### config.mk
export PLATFORM = sky130hd
export DESIGN_NAME = multi_rem
export DESIGN_NICKNAME = d
export VERILOG_FILES = /design/src/rtl/multi_rem.sv
export SDC_FILE = /design/constraint.sdc
export NUM_CORES = 1
export LEC_CHECK = 0
export CELL_PAD_IN_SITES_DETAIL_PLACEMENT = 2
export CELL_PAD_IN_SITES_GLOBAL_PLACEMENT = 2
export CORE_ASPECT_RATIO = 0.6
export CORE_MARGIN = 5
export CORE_UTILIZATION = 37
export CTS_CLUSTER_SIZE = 30
export DETAILED_ROUTE_END_ITERATION = 8
export GPL_ROUTABILITY_DRIVEN = 0
export PLACE_DENSITY_LB_ADDON = 0.3
export SLEW_MARGIN = 20
export SYNTH_ARGS = -nofsm -noshare
export SYNTH_HDL_FRONTEND = slang
export SYNTH_SLANG_ARGS = --single-unit
### constraint.sdc
create_clock -name clk -period 5.75 [get_ports clk]
set_input_delay 1.725 -clock clk [delete_from_list [all_inputs] [get_ports clk]]
set_output_delay 1.725 -clock clk [all_outputs]
set_load 0.005 [all_outputs]
### src/rtl/multi_rem.sv
// Sequential 3-bit multiply (shift-add) / remainder (restoring divide) unit with start/done handshake.
// Optional macro REM_QUOTIENT_EN adds a registered quotient output.
module multi_rem (
  input  logic       clk,
  input  logic       rst_n,
  input  logic       start,
  input  logic       sel,
  input  logic [2:0] num1,
  input  logic [2:0] num2,
  output logic       busy,
  output logic       done,
  output logic [5:0] result,
  output logic       zeroFlag,
  output logic       divByZeroFlag
`ifdef REM_QUOTIENT_EN
  ,
  output logic [2:0] quotient
`endif
);

  typedef enum logic [1:0] {
    IDLE = 2'd0,
    CALC = 2'd1,
    DONE = 2'd2
  } state_t;

  state_t      state_q;
  logic [1:0]  cnt_q;
  logic        op_q;
  logic [5:0]  a_q;
  logic [5:0]  a_d;
  logic [2:0]  b_q;
  logic [2:0]  b_d;
  logic [5:0]  acc_q;
  logic [5:0]  acc_d;
  logic        busy_q;
  logic        done_q;
  logic [5:0]  result_q;
  logic        zero_q;
  logic        dbz_q;
  logic [3:0]  trial_s;
  logic [3:0]  diff_s;
  logic        dbz_s;
  logic        zero_s;
  logic [5:0]  res_s;
`ifdef REM_QUOTIENT_EN
  logic [2:0]  quo_q;
  logic [2:0]  quo_d;
  logic [2:0]  quotient_q;
  logic [2:0]  quo_res_s;
`endif

  // One iteration: multiply consumes multiplier LSB-first, divide consumes numerator MSB-first
  always_comb begin
    a_d     = a_q;
    b_d     = b_q;
    acc_d   = acc_q;
    trial_s = {acc_q[2:0], a_q[2]};
    diff_s  = trial_s - {1'b0, b_q};
`ifdef REM_QUOTIENT_EN
    quo_d   = quo_q;
`endif
    if (op_q == 1'b0) begin
      if (b_q[0]) begin
        acc_d = acc_q + a_q;
      end else begin
        acc_d = acc_q;
      end
      a_d = {a_q[4:0], 1'b0};
      b_d = {1'b0, b_q[2:1]};
    end else begin
      if (trial_s >= {1'b0, b_q}) begin
        acc_d = {2'b00, diff_s};
`ifdef REM_QUOTIENT_EN
        quo_d = {quo_q[1:0], 1'b1};
`endif
      end else begin
        acc_d = {2'b00, trial_s};
`ifdef REM_QUOTIENT_EN
        quo_d = {quo_q[1:0], 1'b0};
`endif
      end
      a_d = {a_q[4:0], 1'b0};
    end
  end

  // Final result and flags; a zero divisor forces the result to zero
  always_comb begin
    dbz_s = op_q & (b_q == 3'd0);
    if (dbz_s) begin
      res_s = 6'd0;
    end else if (op_q) begin
      res_s = {3'b000, acc_q[2:0]};
    end else begin
      res_s = acc_q;
    end
    zero_s = ~dbz_s & (res_s == 6'd0);
`ifdef REM_QUOTIENT_EN
    if (op_q && !dbz_s) begin
      quo_res_s = quo_q;
    end else begin
      quo_res_s = 3'd0;
    end
`endif
  end

  // Control FSM with registered handshake and result outputs
  always_ff @(posedge clk or negedge rst_n) begin
    if (!rst_n) begin
      state_q  <= IDLE;
      cnt_q    <= 2'd0;
      op_q     <= 1'b0;
      a_q      <= 6'd0;
      b_q      <= 3'd0;
      acc_q    <= 6'd0;
      busy_q   <= 1'b0;
      done_q   <= 1'b0;
      result_q <= 6'd0;
      zero_q   <= 1'b0;
      dbz_q    <= 1'b0;
`ifdef REM_QUOTIENT_EN
      quo_q      <= 3'd0;
      quotient_q <= 3'd0;
`endif
    end else begin
      case (state_q)
        IDLE: begin
          done_q <= 1'b0;
          if (start) begin
            state_q <= CALC;
            busy_q  <= 1'b1;
            op_q    <= sel;
            a_q     <= {3'b000, num1};
            b_q     <= num2;
            acc_q   <= 6'd0;
            cnt_q   <= 2'd0;
`ifdef REM_QUOTIENT_EN
            quo_q   <= 3'd0;
`endif
          end
        end
        CALC: begin
          a_q   <= a_d;
          b_q   <= b_d;
          acc_q <= acc_d;
          cnt_q <= cnt_q + 2'd1;
`ifdef REM_QUOTIENT_EN
          quo_q <= quo_d;
`endif
          if (cnt_q == 2'd2) begin
            state_q <= DONE;
          end
        end
        DONE: begin
          result_q <= res_s;
          zero_q   <= zero_s;
          dbz_q    <= dbz_s;
`ifdef REM_QUOTIENT_EN
          quotient_q <= quo_res_s;
`endif
          done_q   <= 1'b1;
          busy_q   <= 1'b0;
          state_q  <= IDLE;
        end
        default: begin
          state_q <= IDLE;
          busy_q  <= 1'b0;
          done_q  <= 1'b0;
        end
      endcase
    end
  end

  assign busy          = busy_q;
  assign done          = done_q;
  assign result        = result_q;
  assign zeroFlag      = zero_q;
  assign divByZeroFlag = dbz_q;
`ifdef REM_QUOTIENT_EN
  assign quotient      = quotient_q;
`endif

endmodule

; Word-level counts from Yosys, hierarchy flattened
; Index checks and enable logic that the tools add are counted.
[op_classes]
n_eq_ne = 7
shifts = 0
mux = 20
add_sub_neg = 3
bitwise = 4
n_reduce_logical = 10
order_cmp = 1
div_mod_pow = 0
multipliers = 0
[op_table]
columns = cell, n
row1 = $mux 6, 6
row2 = $pmux 6 s2, 2
row3 = $pmux 2 s2, 2
row4 = $reduce_and 2->1, 4
row5 = $add 6x6->6, 1
row6 = $logic_not 6->1, 1
row7 = $mux 2, 3
row8 = $mux 3, 2
row9 = $ne 2x2->1 const B, 3
row10 = $pmux 3 s2, 1
row11 = $reduce_and 3->1, 2
row12 = $eq 2x2->1 const B, 2
row13 = $ge 4x3->1, 1
row14 = $mux 4, 1
row15 = $pmux 1 s2, 2
row16 = $sub 4x3->4, 1
row17 = $logic_not 3->1, 1
row18 = $ne 3x3->1 const B, 1
row19 = $add 2x1->2 const B, 1
row20 = $and 1x1->1, 2
row21 = $eq 2x1->1 const B, 1
row22 = $logic_not 2->1, 1
row23 = $not 1->1, 2
row24 = $reduce_bool 2->1, 1
row25 = $mux 1, 1
[word_totals]
memories = 0
mem_bits_rw = 0
output_inout_bits = 10
regBits = 30
in_bits = 10
wordCells = 56
rom_bits = 0
latch_bits = 0

; Logic depth before layout (Yosys ltp)
[depth]
ltp_word = 5
mapped_depth = 9
mapped_depth_nobuf = 9

; Worst setup path before layout
; OpenSTA, ideal clock, no wires.
[synth_path]
path_type = input to register
startpoint = input port start
endpoint = register acc_q[5]
n_path_buf = 1
required_ps = 5629
arrival_ps = 2516
path_slack_ps = 3113
setup_ps = 121
stages = 5
cell_sequence = o21bai_1 > or2_1 > buf_2 > o21bai_1 > a22o_1
[synth_via]
elab_chain_len = 2
[synth_lines]
columns = item, line_no
row1 = start: declaration, 6  ; input logic start,
row2 = $ne 2x2->1 (no source line), --
row3 = $reduce_and 3->1 (no source line), --
row4 = end signal: assignment, 115  ; acc_q <= 6'd0;
row5 = end signal: assignment, 135  ; acc_q <= 6'd0;
row6 = end signal: assignment, 145  ; acc_q <= acc_d;
row7 = end: declaration, 34  ; logic [5:0] acc_q;
; Every way passes these cells.
; A chain may end at the register's enable or synchronous reset.

; Final worst setup path
; Ends and elaborated chain as after synthesis.

==> results.md <==
- Worst Setup SP: start
- R2R setup slack: 3.39 ns
- Worst Path Required: approximately 6.0 ns
- Leakage power: a little under 0.0009 uW
- Vias per Instance: around 5.3
- RSZ-0062 raised after global routing: false
- Worst skew pair latency: around 0.29 ns
- CTS root buffer: clkbuf_8
- Yosys reg bits: 30
- Die Footprint: 5790 um2
- CP dominant cell by count: o21bai_1
- Initial antenna violation count: 0
- Worst relative slew slack: about 45%
- Die extent in x: 95.0 um
- All-Layer GR Usage: about a fifth
- # rows: 18
- Cts bufs inserted: 5
- Post-Route WL: 4740 um
- Setup violators final: 0
- Drt drc: 0
- # hold bufs at CTS: 0
- Synth cell types: 34
- Reg2Reg Capture Point: acc_q[1]
- Syn_nets: approximately 180
- Synth top area cells: dfrtp_1 (47%), ha_1 (7.0%), o21ai_0 (6.6%)
- Worst-case reg-to-reg path depth: 9
- Period utilization: between 50% and 60%
- Total grt overflow: 0
- Starting density of the core: 38.7%
- Crit-path cells: clkdlybuf4s50_1, o21bai_1, or2_1, o21bai_1, a22o_1
- DRT antenna net count: 0
- Vias: between 1000 and 1500
- Crit-path slowest cell: clkdlybuf4s50_1
- Number of synthesized flops with an enable pin: 0
- Layout cells sized above 1: under 10%
- TritonCTS clock tree: done
- Top cells by count, synth: dfrtp_1 (30), nand2_1 (22), o21ai_0 (21), ha_1 (9)
- P per Cell Area: a little under 600 nW/um2
- Synth Cell Area: approximately 1600 um2
- Top cell type's share of synthesized area: between 40% and 50%
- Area grow syn2layout: 21.6%
- Antenna diodes: 0
- Clk slew on worst S/H paths: approximately 0.060 ns
- Post-layout util: 47.0%
- H-tree levels: 2
- IO Port Bufs: 19
- Max incr delay on CP: 0.50 ns
- Post-DP HPWL: about 3500 um
- Min Clock Period, post-route: between 3 and 4 ns
- Worst Skew: between 0.006 and 0.007 ns
- Final Net Count: between 200 and 250
- Drt pass-1 iters: 4
- Post-CTS setup buffers: 0
- CORE AREA: 4140 um2
- Ys flop type: dfrtp_1
- Max clock buf depth: 2
- Mapped Cells: 161
- Outcome: complete, no violations
- CP Class: input pin to flop
- Design area: 1950 um2
- Initial DRC Count: 41
- Die H: slightly above 60 um
- Max Clock Freq: ~320 MHz
- CTS Sinks: 30
- PostCTS Resize Cnt: 0
- DR WL/cell: a little under 20 um
- Max-Cap Viols: 0
- Final Max Tran Viols: 0
- Seq/Total Area, Yosys: 46.8%
- Final hold viol count: 0
- WP data arrival: roughly 3.4 ns
- Most frequent cell after synthesis: dfrtp_1
- Vias in the first global route: 1472
- CP max FO: 8
- Tightest Pin Transition: 0.817 ns
- Worst setup SP type: input pin
- Worst setup endpoint: acc_q[5]
- Setup TNS: 0 ns
- Pin count of the biggest net entering global routing: 31
- Post-synth ARST share: 100%
- Worst hold path type: flop to flop
- Max VDD drop: approximately 0.21 mV
- Placed inst area: 1860 um2
- RR Startpoint: a_q[2]
- First-pass GRT wire length: about 8000 um
- Io pins: 20
- Crit end category: flop
- Post-synth top area cell: dfrtp_1
- Ys Warns: 0
- Syn_area_per_cell: 9.96 um2
-- per-layer routing --
| metal | wire length [um] | part of all wire, % | GRT usage (%) |
|---|---|---|---|
| met5 | 0 | 0 | 0 |
| met4 | 104 | 2.2 | 6.98 |
| met3 | 122 | 2.6 | 4.83 |
| met2 | 2150 | 45 | 30.4 |
| met1 | 2360 | 50 | 25.5 |
-- flip-flops by register name, summed over array words and instances, names as in the netlist --
signal,flops
a_q,6
acc_q,6
b_q,3
busy,1
cnt_q,2
divByZeroFlag,1
done,1
op_q,1
result,6
state_q,2
zeroFlag,1
-- layout make-up --
| cell class | count | area, um2 |
|---|---|---|
| well taps | 60 | 75.1 |
| fillers | 440 | 2190 |
| clock buffers | 7 | 86.3 |
| repair buffers | 20 | 198 |
| clock inverters | 1 | 5.00 |
| inverters | 8 | 30.0 |
| flip-flops and latches | 30 | 751 |
| multi-input cells | 119 | 805 |
-- metrics by stage --
stage	total power, uW	hold slack [ns]	instances	setup WS, ns
floorplan	738	0.454	161	3.11
global placement	905	0.467	237	2.49
detailed placement	959	0.475	237	2.33
CTS	1150	0.490	245	2.64
global route	1240	0.523	245	2.43
finish	1140	0.483	245	2.62
-- cell usage in the layout, fill, tap and decap left out, types with 5 or more instances in the layout --
cell / n
o211ai_1: 5
a21oi_1: 8
ha_1: 9
nand2_1: 22
inv_1: 8
clkbuf_8: 6
nand2b_1: 6
dfrtp_1: 30
a21o_1: 5
o21ai_0: 21
clkdlybuf4s50_1: 19
-- cell families (layout without fill, tap and decap cells) --
group | Yosys count | in the layout | share of synthesized area [%]
compound gates | 55 | 55 | 22.6
xor+xnor | 5 | 5 | 2.73
fa+ha+maj | 11 | 11 | 9.52
buf+inv | 12 | 36 | 2.97
flops | 30 | 30 | 46.8
mux | 2 | 2 | 1.33
simple gates | 46 | 46 | 14.0
-- report_power, final --
part	total, uW	internal (uW)	switching (uW)	leakage (uW)
sequential	406	300	106	0.000388
combinational	560	248	312	0.000453
clock	177	96.4	80.9	0.0000482
total	1140	645	499	0.000889
-- worst max-delay path: cells and delay by family --
family | cells | cell delay (ns)
buffers and inverters | 1 | 0.50
and+or+nand+nor | 1 | 0.36
AOI/OAI and AO/OA | 3 | 0.77
-- how the worst min path moves through the flow --
stage / start / end / slack (ns) / depth (start not counted)
2_1_floorplan: cnt_q[1] / cnt_q[1] / 0.45 / 2
3_3_place_gp: result[0] / result[0] / 0.47 / 2
3_5_place_dp: zeroFlag / zeroFlag / 0.48 / 2
4_1_cts: zeroFlag / zeroFlag / 0.49 / 2
5_1_grt: result[5] / result[5] / 0.52 / 2
6_report: result[1] / result[1] / 0.48 / 2
Power figures use the tool's default switching activity.
